==> config.mk <==
export PLATFORM = sky130hd
export DESIGN_NAME = config_shift_loader
export DESIGN_NICKNAME = d
export VERILOG_FILES = /design/src/rtl/config_shift_loader.sv
export SDC_FILE = /design/constraint.sdc
export NUM_CORES = 1
export LEC_CHECK = 0
export CAP_MARGIN = 0
export CORE_ASPECT_RATIO = 1.4
export CORE_MARGIN = 2
export CORE_UTILIZATION = 35
export DETAILED_ROUTE_END_ITERATION = 6
export GPL_TIMING_DRIVEN = 0
export SYNTH_ARGS = -nofsm -noshare
export SYNTH_HDL_FRONTEND = slang
export SYNTH_SLANG_ARGS = --single-unit
==> constraint.sdc <==
create_clock -name clk -period 2.6 [get_ports clk]
set_input_delay 0.52 -clock clk [delete_from_list [all_inputs] [get_ports clk]]
set_output_delay 0.52 -clock clk [all_outputs]
set_load 0.01 [all_outputs]
==> src/rtl/config_shift_loader.sv <==
// Head-of-chain configuration loader: serialises valid/ready config words LSB-first into the tile shift chain.
// Optional readback collector of the chain tail enabled by defining CONFIG_READBACK_EN.
module config_shift_loader #(
  parameter int unsigned CHAIN_LEN = 256,
  parameter int unsigned WORD_W    = 32
) (
  input  logic              clk,
  input  logic              rst,
  input  logic [WORD_W-1:0] cfg_data,
  input  logic              cfg_valid,
  output logic              cfg_ready,
  output logic              cen,
  output logic              shift_in,
  output logic              set_in,
  input  logic              shift_out,
  output logic              busy,
  output logic              done,
  output logic [WORD_W-1:0] rb_data,
  output logic              rb_valid
);

  localparam int unsigned NWORDS    = (CHAIN_LEN + WORD_W - 1) / WORD_W;
  localparam int unsigned LAST_BITS = ((CHAIN_LEN % WORD_W) == 0) ? WORD_W : (CHAIN_LEN % WORD_W);
  localparam int unsigned BC_W      = $clog2(CHAIN_LEN + 1);
  localparam int unsigned AC_W      = $clog2(WORD_W + 1);
  localparam int unsigned WA_W      = $clog2(NWORDS + 1);

  typedef enum logic [1:0] {IDLE, SHIFT, SET, DONE} state_t;

  state_t            state;
  logic [BC_W-1:0]   bit_cnt;
  logic [WA_W-1:0]   words_acc;
  logic [WORD_W-1:0] act;
  logic [AC_W-1:0]   act_cnt;
  logic [WORD_W-1:0] skid;
  logic [AC_W-1:0]   skid_len;
  logic              skid_full;
  logic              accept;
  logic [AC_W-1:0]   acc_len;

  assign cfg_ready = !skid_full && (state == IDLE || state == SHIFT) && (words_acc < WA_W'(NWORDS));
  assign accept    = cfg_valid && cfg_ready;
  // Only the low LAST_BITS of the final word are ever presented to the chain.
  assign acc_len   = (words_acc == WA_W'(NWORDS - 1)) ? AC_W'(LAST_BITS) : AC_W'(WORD_W);

  always_ff @(posedge clk) begin
    if (rst) begin
      state     <= IDLE;
      cen       <= 1'b0;
      shift_in  <= 1'b0;
      set_in    <= 1'b0;
      busy      <= 1'b0;
      done      <= 1'b0;
      bit_cnt   <= '0;
      words_acc <= '0;
      act       <= '0;
      act_cnt   <= '0;
      skid      <= '0;
      skid_len  <= '0;
      skid_full <= 1'b0;
    end else begin
      case (state)
        IDLE, SHIFT: begin
          if (accept) words_acc <= words_acc + WA_W'(1);
          if (state == SHIFT && bit_cnt == BC_W'(CHAIN_LEN)) begin
            state    <= SET;
            cen      <= 1'b1;
            shift_in <= 1'b0;
            set_in   <= 1'b1;
          end else if (act_cnt != '0) begin
            cen      <= 1'b1;
            shift_in <= act[0];
            act      <= act >> 1;
            act_cnt  <= act_cnt - AC_W'(1);
            bit_cnt  <= bit_cnt + BC_W'(1);
            if (accept) begin
              skid      <= cfg_data;
              skid_len  <= acc_len;
              skid_full <= 1'b1;
            end
          end else if (skid_full) begin
            cen       <= 1'b1;
            shift_in  <= skid[0];
            act       <= skid >> 1;
            act_cnt   <= skid_len - AC_W'(1);
            bit_cnt   <= bit_cnt + BC_W'(1);
            skid_full <= 1'b0;
          end else if (accept) begin
            // Active register and skid both empty: the new word bypasses the skid.
            cen      <= 1'b1;
            shift_in <= cfg_data[0];
            act      <= cfg_data >> 1;
            act_cnt  <= acc_len - AC_W'(1);
            bit_cnt  <= bit_cnt + BC_W'(1);
            state    <= SHIFT;
            busy     <= 1'b1;
          end else begin
            cen <= 1'b0;
          end
        end
        SET: begin
          state  <= DONE;
          cen    <= 1'b0;
          set_in <= 1'b0;
          busy   <= 1'b0;
          done   <= 1'b1;
        end
        DONE: begin
          state     <= IDLE;
          done      <= 1'b0;
          bit_cnt   <= '0;
          words_acc <= '0;
        end
        default: state <= IDLE;
      endcase
    end
  end

`ifdef CONFIG_READBACK_EN
  localparam int unsigned RC_W = $clog2(WORD_W);

  logic [WORD_W-1:0] rb_col;
  logic [WORD_W-1:0] rb_next;
  logic [RC_W-1:0]   rb_cnt;

  always_comb begin
    rb_next         = rb_col;
    rb_next[rb_cnt] = shift_out;
  end

  always_ff @(posedge clk) begin
    if (rst) begin
      rb_col   <= '0;
      rb_cnt   <= '0;
      rb_data  <= '0;
      rb_valid <= 1'b0;
    end else begin
      rb_valid <= 1'b0;
      if (state == SHIFT && cen) begin
        // A partial final word leaves its high bits zero because the collector restarts cleared.
        if (rb_cnt == RC_W'(WORD_W - 1) || bit_cnt == BC_W'(CHAIN_LEN)) begin
          rb_data  <= rb_next;
          rb_valid <= 1'b1;
          rb_col   <= '0;
          rb_cnt   <= '0;
        end else begin
          rb_col <= rb_next;
          rb_cnt <= rb_cnt + RC_W'(1);
        end
      end
    end
  end
`else
  logic unused_shift_out;

  assign unused_shift_out = shift_out;
  assign rb_data          = '0;
  assign rb_valid         = 1'b0;
`endif

endmodule

==> impl_results.md, run 1 <==
* WL final at 12400 um
* Placed inst area at 5670 sq um
* IO buf count at 39
* Inst Count DP at 810
* Vias in the first global route at 4188
* Pwr/cell area at 976 nW/um^2
* Synth warn at 0
* Critical Path Start Type: register
* Final hold violation count at 0
* Arr. time, crit path at 1.93 ns
* Register area share after synthesis at 37.0%
* First-pass GRT wire length at 20400 um
* Synthesized area at 4920 sq um
* Final min period at 2.45 ns
* Async SR Flop Fraction at 0%
* Setup TNS at 0 ns
* Drt pass-1 iters at 5
* Slew Viols, Final at 0
* First DRT Iteration DRCs at 162
* Status: complete, no violations
* Fin Hold WS at 0.468 ns
* # nets final at 676
* Worst hold path depth at 2
* Post-route cell area at 6000 sq um
* Distinct cell type count after synthesis at 46
* Largest net degree at the start of global routing at 16
* Drt wl/cell at 15.0 um
* GRT Overall Usage at 16.7%
* CP required at 2.08 ns
* Register bit count reported by yosys at 91
* CTS Root Cell: clkbuf_16
* FMAX at 408 MHz
* Max VDD drop at 0.000381 V
* Row count at 51
* Post-Syn Instances at 554
* Die H at 144 um
* Finished Core Util at 43.3%
* Area Growth Syn to Fin at 21.8%
* Final worst path period share at 94.2%
* Full die area at 15000 sq um
* Core footprint at 13800 sq um
* Worst Path Max Fanout at 10
* Routability cong. at 0.842
* Share of layout cells above drive strength 1 at 13.3%
* P_leak at 2.30 nW
* Routed Antenna Nets at 0
* Ys flop type: dfxtp_1
* Reg2reg setup slack at 0.20 ns
* IO Pins at 75
* Setup Skew at 0.0107 ns
* Hold EP: done$_SDFFE_PP0P_
* RSZ-0062 raised after global routing: false
* Post-synth EDFFs at 0
* Reg2Reg Depth at 9
* Worst Slack Setup Final at 0.152 ns
* Clock latency at the later pin of the worst-skew pair at 0.35 ns
* DR DRC count at 0
* TritonCTS clock tree: built
* Via count at 4207
* CTS Hold Buffers Added at 0
* Depth of the CTS H-tree at 3
* Kind of end point of the critical path: primary output
* Final setup fails at 0
* Post-DP HPWL at 9270 um
* Hold path startpoint: done$_SDFFE_PP0P_
* Syn Area/Cell at 8.89 sq um
* Max-slew headroom at 49.6%
* Max-cap viol count at 0
* Total grt overflow at 0
* Clock tree buffer depth at 2
* Clock-pin slew on the worst setup and hold paths at 0.06 ns
* Final Power at 5.85 mW
* Initial Utilization at 35.6%
* Hold Path Class: reg2reg
* Pre-CTS setup slack at -0.0158 ns
* FILL cells at 1417
* Number of vias per cell at 5.10
* Least-Margin Pin Slew at 0.750 ns
* CP Class: reg2out
* Non-Filler Instances at 825
* # clock sinks at 91
* Cts bufs inserted at 9
* Reg-to-Reg Start: act_cnt[0]$_SDFFE_PP0P_
* RR Endpoint: skid_len[5]$_SDFFE_PP0P_
* Initial antenna violation count at 0
* Antenna Cells at 0
* Die X at 104 um
==> state kept, by name, summed over array words and instances (netlist names) <==
name	cells
skid	32
set_in	1
busy	1
shift_in	1
words_acc	4
skid_full	1
done	1
skid_len	1
state	2
bit_cnt	9
act_cnt	6
cen	1
act	31
==> worst max path at each step <==
stage                               to                     from  depth (start not counted)
2_1_floorplan  bit_cnt[0]$_SDFFE_PP0P_  bit_cnt[0]$_SDFFE_PP0P_                          7
6_report                     cfg_ready   skid_full$_SDFFE_PP0P_                          4
3_3_place_gp      skid[6]$_SDFFE_PP0P_                cfg_valid                          7
4_1_cts                      cfg_ready   skid_full$_SDFFE_PP0P_                          4
5_1_grt                      cfg_ready   skid_full$_SDFFE_PP0P_                          4
3_5_place_dp      skid[5]$_SDFFE_PP0P_                cfg_valid                          7
==> power breakdown <==
part / total (mW) / switching, mW / internal (mW)
registers: 2.04 / 0.241 / 1.80
clock network: 1.41 / 0.570 / 0.838
logic: 2.40 / 1.34 / 1.06
==> cells in the mapped netlist (all sizes together) (2+ instances only) <==
cell | count | area, sq um
dfxtp | 91 | 1820
ha | 4 | 50.1
nand2 | 9 | 33.8
nor4 | 2 | 25.0
and4 | 3 | 26.3
a21o | 2 | 15.0
nor3 | 7 | 40.0
nor2b | 2 | 12.5
nand3 | 33 | 165
buf | 49 | 358
o21ai | 34 | 170
a41o | 3 | 30.0
o32ai | 2 | 17.5
inv | 7 | 26.3
o2111ai | 30 | 263
mux2i | 65 | 651
a311oi | 3 | 32.5
a31o | 6 | 52.6
a21oi | 41 | 205
o21ba | 2 | 20.0
a211oi | 3 | 22.5
a31oi | 6 | 37.5
nand2b | 70 | 438
nor2 | 20 | 75.1
and3 | 7 | 43.8
clkbuf | 34 | 130
nand4 | 6 | 37.5
==> cells by family after synthesis <==
logic type,Yosys count,synth area share [%]
and+or+nand+nor,165,19.5
AOI/OAI and AO/OA,135,18.2
muxes,66,13.4
buffers and inverters,90,10.4
adders and majority gates,4,1.02
other,1,0.0761
xor gates and xnor gates,2,0.356
DFF,91,37.0
==> repair_timing <==
| item | 4_1_cts | 5_1_grt |
|---|---|---|
| setup endpoints to repair | 1 | 6 |
| setup buffers | 0 | 0 |
| resized for setup | 1 | 4 |
| pin swaps | 0 | 0 |
==> routing by layer <==
metal,GRT usage [%],part of all wire [%]
met1,19.2,43
met2,30.4,51
met3,2.57,3.6
met4,7.82,1.6
met5,0,0
==> cell usage in the layout (no fill, tap or decap), types with 4 or more instances in the layout <==
cell type / netlist / final
dfxtp_1: 91 / 91
nand2b_1: 70 / 70
mux2i_1: 65 / 65
a21oi_1: 41 / 41
clkdlybuf4s50_1: 0 / 39
buf_4: 38 / 38
o21ai_0: 34 / 34
nand3_1: 33 / 33
conb_1: 1 / 33
clkbuf_1: 32 / 31
o2111ai_1: 30 / 30
nor2_1: 20 / 20
nand2_1: 9 / 9
clkbuf_16: 0 / 9
buf_2: 7 / 8
inv_1: 7 / 7
and3_1: 7 / 7
a31o_2: 6 / 6
nand4_1: 6 / 6
a31oi_1: 6 / 5
nor3_1: 6 / 5
ha_1: 4 / 4
==> area by class of cell <==
| class | instances | area [sq um] | share of cell area [%] |
|---|---|---|---|
| Buffer | 83 | 490 | 8.18 |
| Clock buffer | 9 | 225 | 3.76 |
| Clock inverter | 6 | 91.3 | 1.52 |
| Inverter | 7 | 26.3 | 0.438 |
| Multi-Input combinational cell | 405 | 2720 | 45.4 |
| Sequential cell | 91 | 1820 | 30.4 |
| Tap cell | 185 | 231 | 3.86 |
| Timing Repair Buffer | 39 | 390 | 6.51 |
==> critical path, cell delays in order, from the launching register on <==
cell and delay, ns:
dfxtp_1 0.33, buf_2 0.21, buf_2 0.25, nor3_2 0.23
clkdlybuf4s50_1 0.57
(Power assumes the default switching activity.)
==> inputs of run 2 (changes only) <==
--- a/config.mk
+++ b/config.mk
@@ -9,6 +9,7 @@
 export CORE_ASPECT_RATIO = 1.4
 export CORE_MARGIN = 2
 export CORE_UTILIZATION = 35
+export CTS_CLUSTER_SIZE = 12
 export DETAILED_ROUTE_END_ITERATION = 6
 export GPL_TIMING_DRIVEN = 0
 export SYNTH_ARGS = -nofsm -noshare
==> constraint.sdc (replaced) <==
create_clock -name clk -period 2.08 [get_ports clk]
set_input_delay 0.416 -clock clk [delete_from_list [all_inputs] [get_ports clk]]
set_output_delay 0.416 -clock clk [all_outputs]
set_load 0.01 [all_outputs]
==> run 2 against run 1 <==
Final cell count rose by 0.36%. Cell area rose by 2.8%. Worst setup slack got worse by 0.083 ns. Via count rose by 1.6%. Core utilization rose by 1.2 points. First-iteration DRC count rose by 4.9%. Critical path depth rose by 2. Clock power rose by 25%. Global-route usage rose by 0.12 points. Die area did not move. Combinational power rose by 32%. Critical path type is now reg2reg.
==> impl_results.md, run 2 (synthesis results as in run 1) <==
* GRT Overall Usage at 16.8%
* M1 WL at 5390 um
* Finished Core Util at 44.5%
* Hold Path Class: reg2reg
* Area Growth Syn to Fin at 25.2%
* Vias in the first global route at 4207
* Largest net degree at the start of global routing at 16
* CP Cell Sequence: or3_4 > or4_4 > buf_6 > buf_4 > o2111ai_1 > a21oi_1
* Least-Margin Pin Slew at 0.690 ns
* Antenna Cells at 0
* Non-Filler Instances at 828
* DR DRC count at 0
* Routed Antenna Nets at 0
* RSZ-0062 raised after global routing: true
* Share of layout cells above drive strength 1 at 16.8%
* First DRT Iteration DRCs at 170
* # clock sinks at 91
* WL final at 12600 um
* # nets final at 679
* Setup TNS at 0 ns
* IO buf count at 39
* Most frequent cells in the layout: dfxtp_1 (88), nand2b_1 (69), mux2i_1 (64)
* CTS Hold Buffers Added at 0
* Die H at 144 um
* Max VDD drop at 0.000474 V
* Fin Hold WS at 0.471 ns
* Clock-pin slew on the worst setup and hold paths at 0.07 ns
* Arr. time, crit path at 2.22 ns
* Pwr/cell area at 1220 nW/um^2
* Final min period at 2.01 ns
* CP Buf/Inv Count at 2
* Commonest non-fill, non-tap cell in the layout: dfxtp_1
* Biggest regs: skid x32, act x31, bit_cnt x9
* Max-cap viol count at 0
* Inst Count DP at 810
* TritonCTS clock tree: built
* Final hold violation count at 0
* Max stage delay cell, worst path: or4_4
* Full die area at 15000 sq um
* CTS Root Cell: clkbuf_16
* Final setup fails at 0
* Number of vias per cell at 5.16
* CP required at 2.29 ns
* Most flops, register: skid
* Die X at 104 um
* Worst Path Max Fanout at 10
* Clock tree buffer depth at 2
* Row count at 51
* First-pass GRT wire length at 20500 um
* Drt pass-1 iters at 4
* Met2 Wirelength at 6580 um
* Initial Utilization at 35.6%
* Post-route cell area at 6160 sq um
* Placed inst area at 5670 sq um
* Initial antenna violation count at 0
* Post-DP HPWL at 9270 um
* CP Class: reg2reg
* Kind of end point of the critical path: register
* Via count at 4275
* CP max stage delay at 0.52 ns
* IO Pins at 75
* Status: complete, no violations
* Clock latency at the later pin of the worst-skew pair at 0.35 ns
* Slew Viols, Final at 0
* Critical Path Start Type: register
* Final worst path period share at 96.7%
* DR top layer: met4
* FMAX at 497 MHz
* Core footprint at 13800 sq um
* Max-slew headroom at 54.0%
* CP top delay family: simple AND/OR/NAND/NOR gates
* P_leak at 2.37 nW
* Cts bufs inserted at 9
* Routability cong. at 0.842
* Routed wl met3 at 409 um
* Largest register FFs at 32
* Depth of the CTS H-tree at 3
* Drt wl/cell at 15.2 um
* Total grt overflow at 0
* FILL cells at 1388
* Setup Skew at 0.0160 ns
## run 2: metal layers
metal	global-route usage, %	vias up
li1	-	2117
met1	19.3	2052
met2	30.7	89
met3	2.61	17
met4	7.68	0
met5	0	-
## run 2: metrics by stage
step / setup WS [ns] / power [mW]
after floorplan: 0.137 / 4.80
after global placement: -0.401 / 5.46
after detailed placement: -0.432 / 5.56
after CTS: -0.0159 / 7.42
after global routing: -0.00356 / 7.97
final: 0.0687 / 7.50
## run 2: path summary, 6_finish.rpt
| kind | startpoint | end | slack, ns | cells past startpoint |
|---|---|---|---|---|
| hold reg to reg | done$_SDFFE_PP0P_ | done$_SDFFE_PP0P_ | 0.47 | 2 |
| hold / removal | done$_SDFFE_PP0P_ | done$_SDFFE_PP0P_ | 0.47 | 2 |
| setup reg to reg | act_cnt[2]$_SDFFE_PP0P_ | act[7]$_SDFFE_PP0P_ | 0.07 | 6 |
| setup / recovery | act_cnt[2]$_SDFFE_PP0P_ | act[7]$_SDFFE_PP0P_ | 0.07 | 6 |
## run 2: area by class of cell
cell class	instances	area, sq um	area share [%]
clock buffer	9	225	3.65
sequential	91	1830	29.6
tap	185	231	3.75
multi-input combinational	405	2820	45.7
inverter	7	26.3	0.426
buffer	83	539	8.75
clock inverter	6	91.3	1.48
timing repair buffer	42	408	6.62
## run 2: tightest hold or removal path, stage by stage, from the launching register on
cell and delay (ns):
dfxtp_1 0.32, nor2_1 0.05, nor2_1 0.07
## run 2: what timing repair did
action / CTS / global route
setup endpoints to repair: 82 / 67
pin swaps: 0 / 2
resized for setup: 23 / 30
buffers inserted: 0 / 3
## run 2: report_power, final
group / total, mW / switching (mW) / internal [mW] / leakage, nW
registers: 2.57 / 0.318 / 2.25 / 0.747
clock network: 1.76 / 0.709 / 1.05 / 0.144
logic: 3.17 / 1.72 / 1.45 / 1.48
total: 7.50 / 2.75 / 4.75 / 2.37
==> inputs of run 3 (changes only) <==
--- a/config.mk
+++ b/config.mk
@@ -6,12 +6,16 @@
 export NUM_CORES = 1
 export LEC_CHECK = 0
 export CAP_MARGIN = 0
+export CELL_PAD_IN_SITES_DETAIL_PLACEMENT = 2
+export CELL_PAD_IN_SITES_GLOBAL_PLACEMENT = 2
 export CORE_ASPECT_RATIO = 1.4
 export CORE_MARGIN = 2
-export CORE_UTILIZATION = 35
+export CORE_UTILIZATION = 25
 export CTS_CLUSTER_SIZE = 12
 export DETAILED_ROUTE_END_ITERATION = 6
 export GPL_TIMING_DRIVEN = 0
+export PLACE_DENSITY_LB_ADDON = 0.1
+export SLEW_MARGIN = 20
 export SYNTH_ARGS = -nofsm -noshare
 export SYNTH_HDL_FRONTEND = slang
 export SYNTH_SLANG_ARGS = --single-unit
==> run 3 against run 2 <==
First-iteration DRC count fell by 5.3%. Routed wire length rose by 29%. Sequential power barely moved. Die area rose by 39%. Total power rose by 2.5%. Worst setup slack got worse by 0.014 ns. Fmax fell by 0.67%. Clock skew fell by 0.0078 ns. Worst hold slack barely moved. Sequential share of layout area fell by 0.41 points.
==> impl_results.md, run 3 (synthesis results as in run 1) <==
* CP Class: reg2reg
* Full die area at 20900 sq um
* TritonCTS clock tree: built
* Total grt overflow at 0
* GRT met2 Usage at 31.1%
* WL final at 16200 um
* Core footprint at 19300 sq um
* Largest register FFs at 32
* Post-route cell area at 6250 sq um
* GRT Overall Usage at 16.4%
* Most frequent cells in the layout: dfxtp_1 (88), nand2b_1 (69), mux2i_1 (65)
* Die X at 123 um
* Arr. time, crit path at 2.25 ns
* Final min period at 2.02 ns
* Depth of the CTS H-tree at 3
* M1 GR Usage at 18.9%
* Final worst path period share at 97.4%
* Antenna Cells at 0
* First-pass GRT wire length at 26600 um
* Via count at 4341
* Non-Filler Instances at 890
* Least-Margin Pin Slew at 0.670 ns
* P_leak at 2.41 nW
* Share of layout cells above drive strength 1 at 17.6%
* Routed Antenna Nets at 0
* Placed inst area at 5750 sq um
* Multi-input gate area at 2820 sq um
* Max-slew headroom at 55.3%
* Max stage delay cell, worst path: or4_4
* Kind of end point of the critical path: register
* # nets final at 678
* Most flops, register: skid
* Reg area at 1830 sq um
* Pwr/cell area at 1230 nW/um^2
* Max-cap viol count at 0
* Drt pass-1 iters at 4
* IO Pins at 75
* GR met3 Demand/Resource at 2.38%
* Setup Skew at 0.00826 ns
* CTS Root Cell: clkbuf_16
* Clock-pin slew on the worst setup and hold paths at 0.07 ns
* Final setup fails at 0
* Die H at 170 um
* Drt wl/cell at 18.2 um
* Row count at 60
* DR DRC count at 0
* Critical Path Start Type: register
* FMAX at 494 MHz
* FILL cells at 2201
* Commonest non-fill, non-tap cell in the layout: dfxtp_1
* Number of vias per cell at 4.88
* CP Buf/Inv Count at 2
* # clock sinks at 91
* Biggest regs: skid x32, act x31, bit_cnt x9
* Clock tree buffer depth at 2
* Slew Viols, Final at 0
* Max VDD drop at 0.000426 V
* CP max stage delay at 0.53 ns
* Hold Path Class: reg2reg
* CP top delay family: simple AND/OR/NAND/NOR gates
* CP Cell Sequence: or3_4 > or4_4 > buf_6 > buf_4 > o2111ai_1 > a21oi_1
* CTS Hold Buffers Added at 0
* Area Growth Syn to Fin at 27.0%
* Worst Path Max Fanout at 10
* Initial Utilization at 25.5%
* GRT busiest layer: met2
* IO buf count at 39
* Vias in the first global route at 4877
* CP required at 2.31 ns
* Status: complete, no violations
* Clock latency at the later pin of the worst-skew pair at 0.35 ns
* First DRT Iteration DRCs at 161
* Post-DP HPWL at 12200 um
* Cts bufs inserted at 9
* Inst Count DP at 873
* Final Power at 7.69 mW
* Largest net degree at the start of global routing at 14
* Routability cong. at 0.762
* Final hold violation count at 0
* Initial antenna violation count at 0
run 3: per-stage QoR:
step	setup TNS [ns]	hold WS, ns	setup slack, ns	util (%)
after global routing	-0.00496	0.501	-0.00324	32.4
after floorplan	0	0.446	0.137	-
after detailed placement	-37.60	0.467	-0.563	29.8
final	0	0.471	0.0551	32.4
after global placement	-33.63	0.449	-0.524	29.8
after CTS	0	0.482	0.00715	32.1
run 3: layer usage:
| layer | vias up | share of wire, % |
|---|---|---|
| li1 | 2110 | - |
| met1 | 2177 | 42 |
| met2 | 43 | 55 |
| met3 | 11 | 1.8 |
| met4 | 0 | 1.0 |
| met5 | - | 0 |
run 3: worst reg2reg max path: cells and delay by family (launching register included):
family          cells  cell delay, ns
buf+inv             2            0.35
simple gates        2            0.96
flops               1            0.36
compound gates      2            0.24
run 3: where the power goes:
part	switching, mW	internal, mW	total [mW]	leakage [nW]
sequential	0.336	2.25	2.59	0.747
combinational	1.90	1.50	3.39	1.52
clock	0.715	0.991	1.71	0.146
total	2.95	4.74	7.69	2.41
run 3: cell type report:
cell class                 count  share of cell area (%)
multi-input combinational    405                    45.1
buffer                        82                    9.01
clock buffer                  13                    4.16
clock inverter                 2                   0.560
sequential                    91                    29.2
inverter                       7                   0.420
timing repair buffer          42                    6.58
tap                          248                    4.96
run 3: final timing paths:
kind | startpoint | to | slack, ns | cells past startpoint
setup / recovery | act_cnt[2]$_SDFFE_PP0P_ | act[7]$_SDFFE_PP0P_ | 0.06 | 6
hold / removal | done$_SDFFE_PP0P_ | done$_SDFFE_PP0P_ | 0.47 | 2
setup reg to reg | act_cnt[2]$_SDFFE_PP0P_ | act[7]$_SDFFE_PP0P_ | 0.06 | 6
hold reg to reg | done$_SDFFE_PP0P_ | done$_SDFFE_PP0P_ | 0.47 | 2
run 3: what timing repair did:
action	CTS	global route
buffers inserted	2	1
gates resized for setup	40	27
pin swaps	2	0
setup endpoints to repair	86	74
gates cloned	0	0
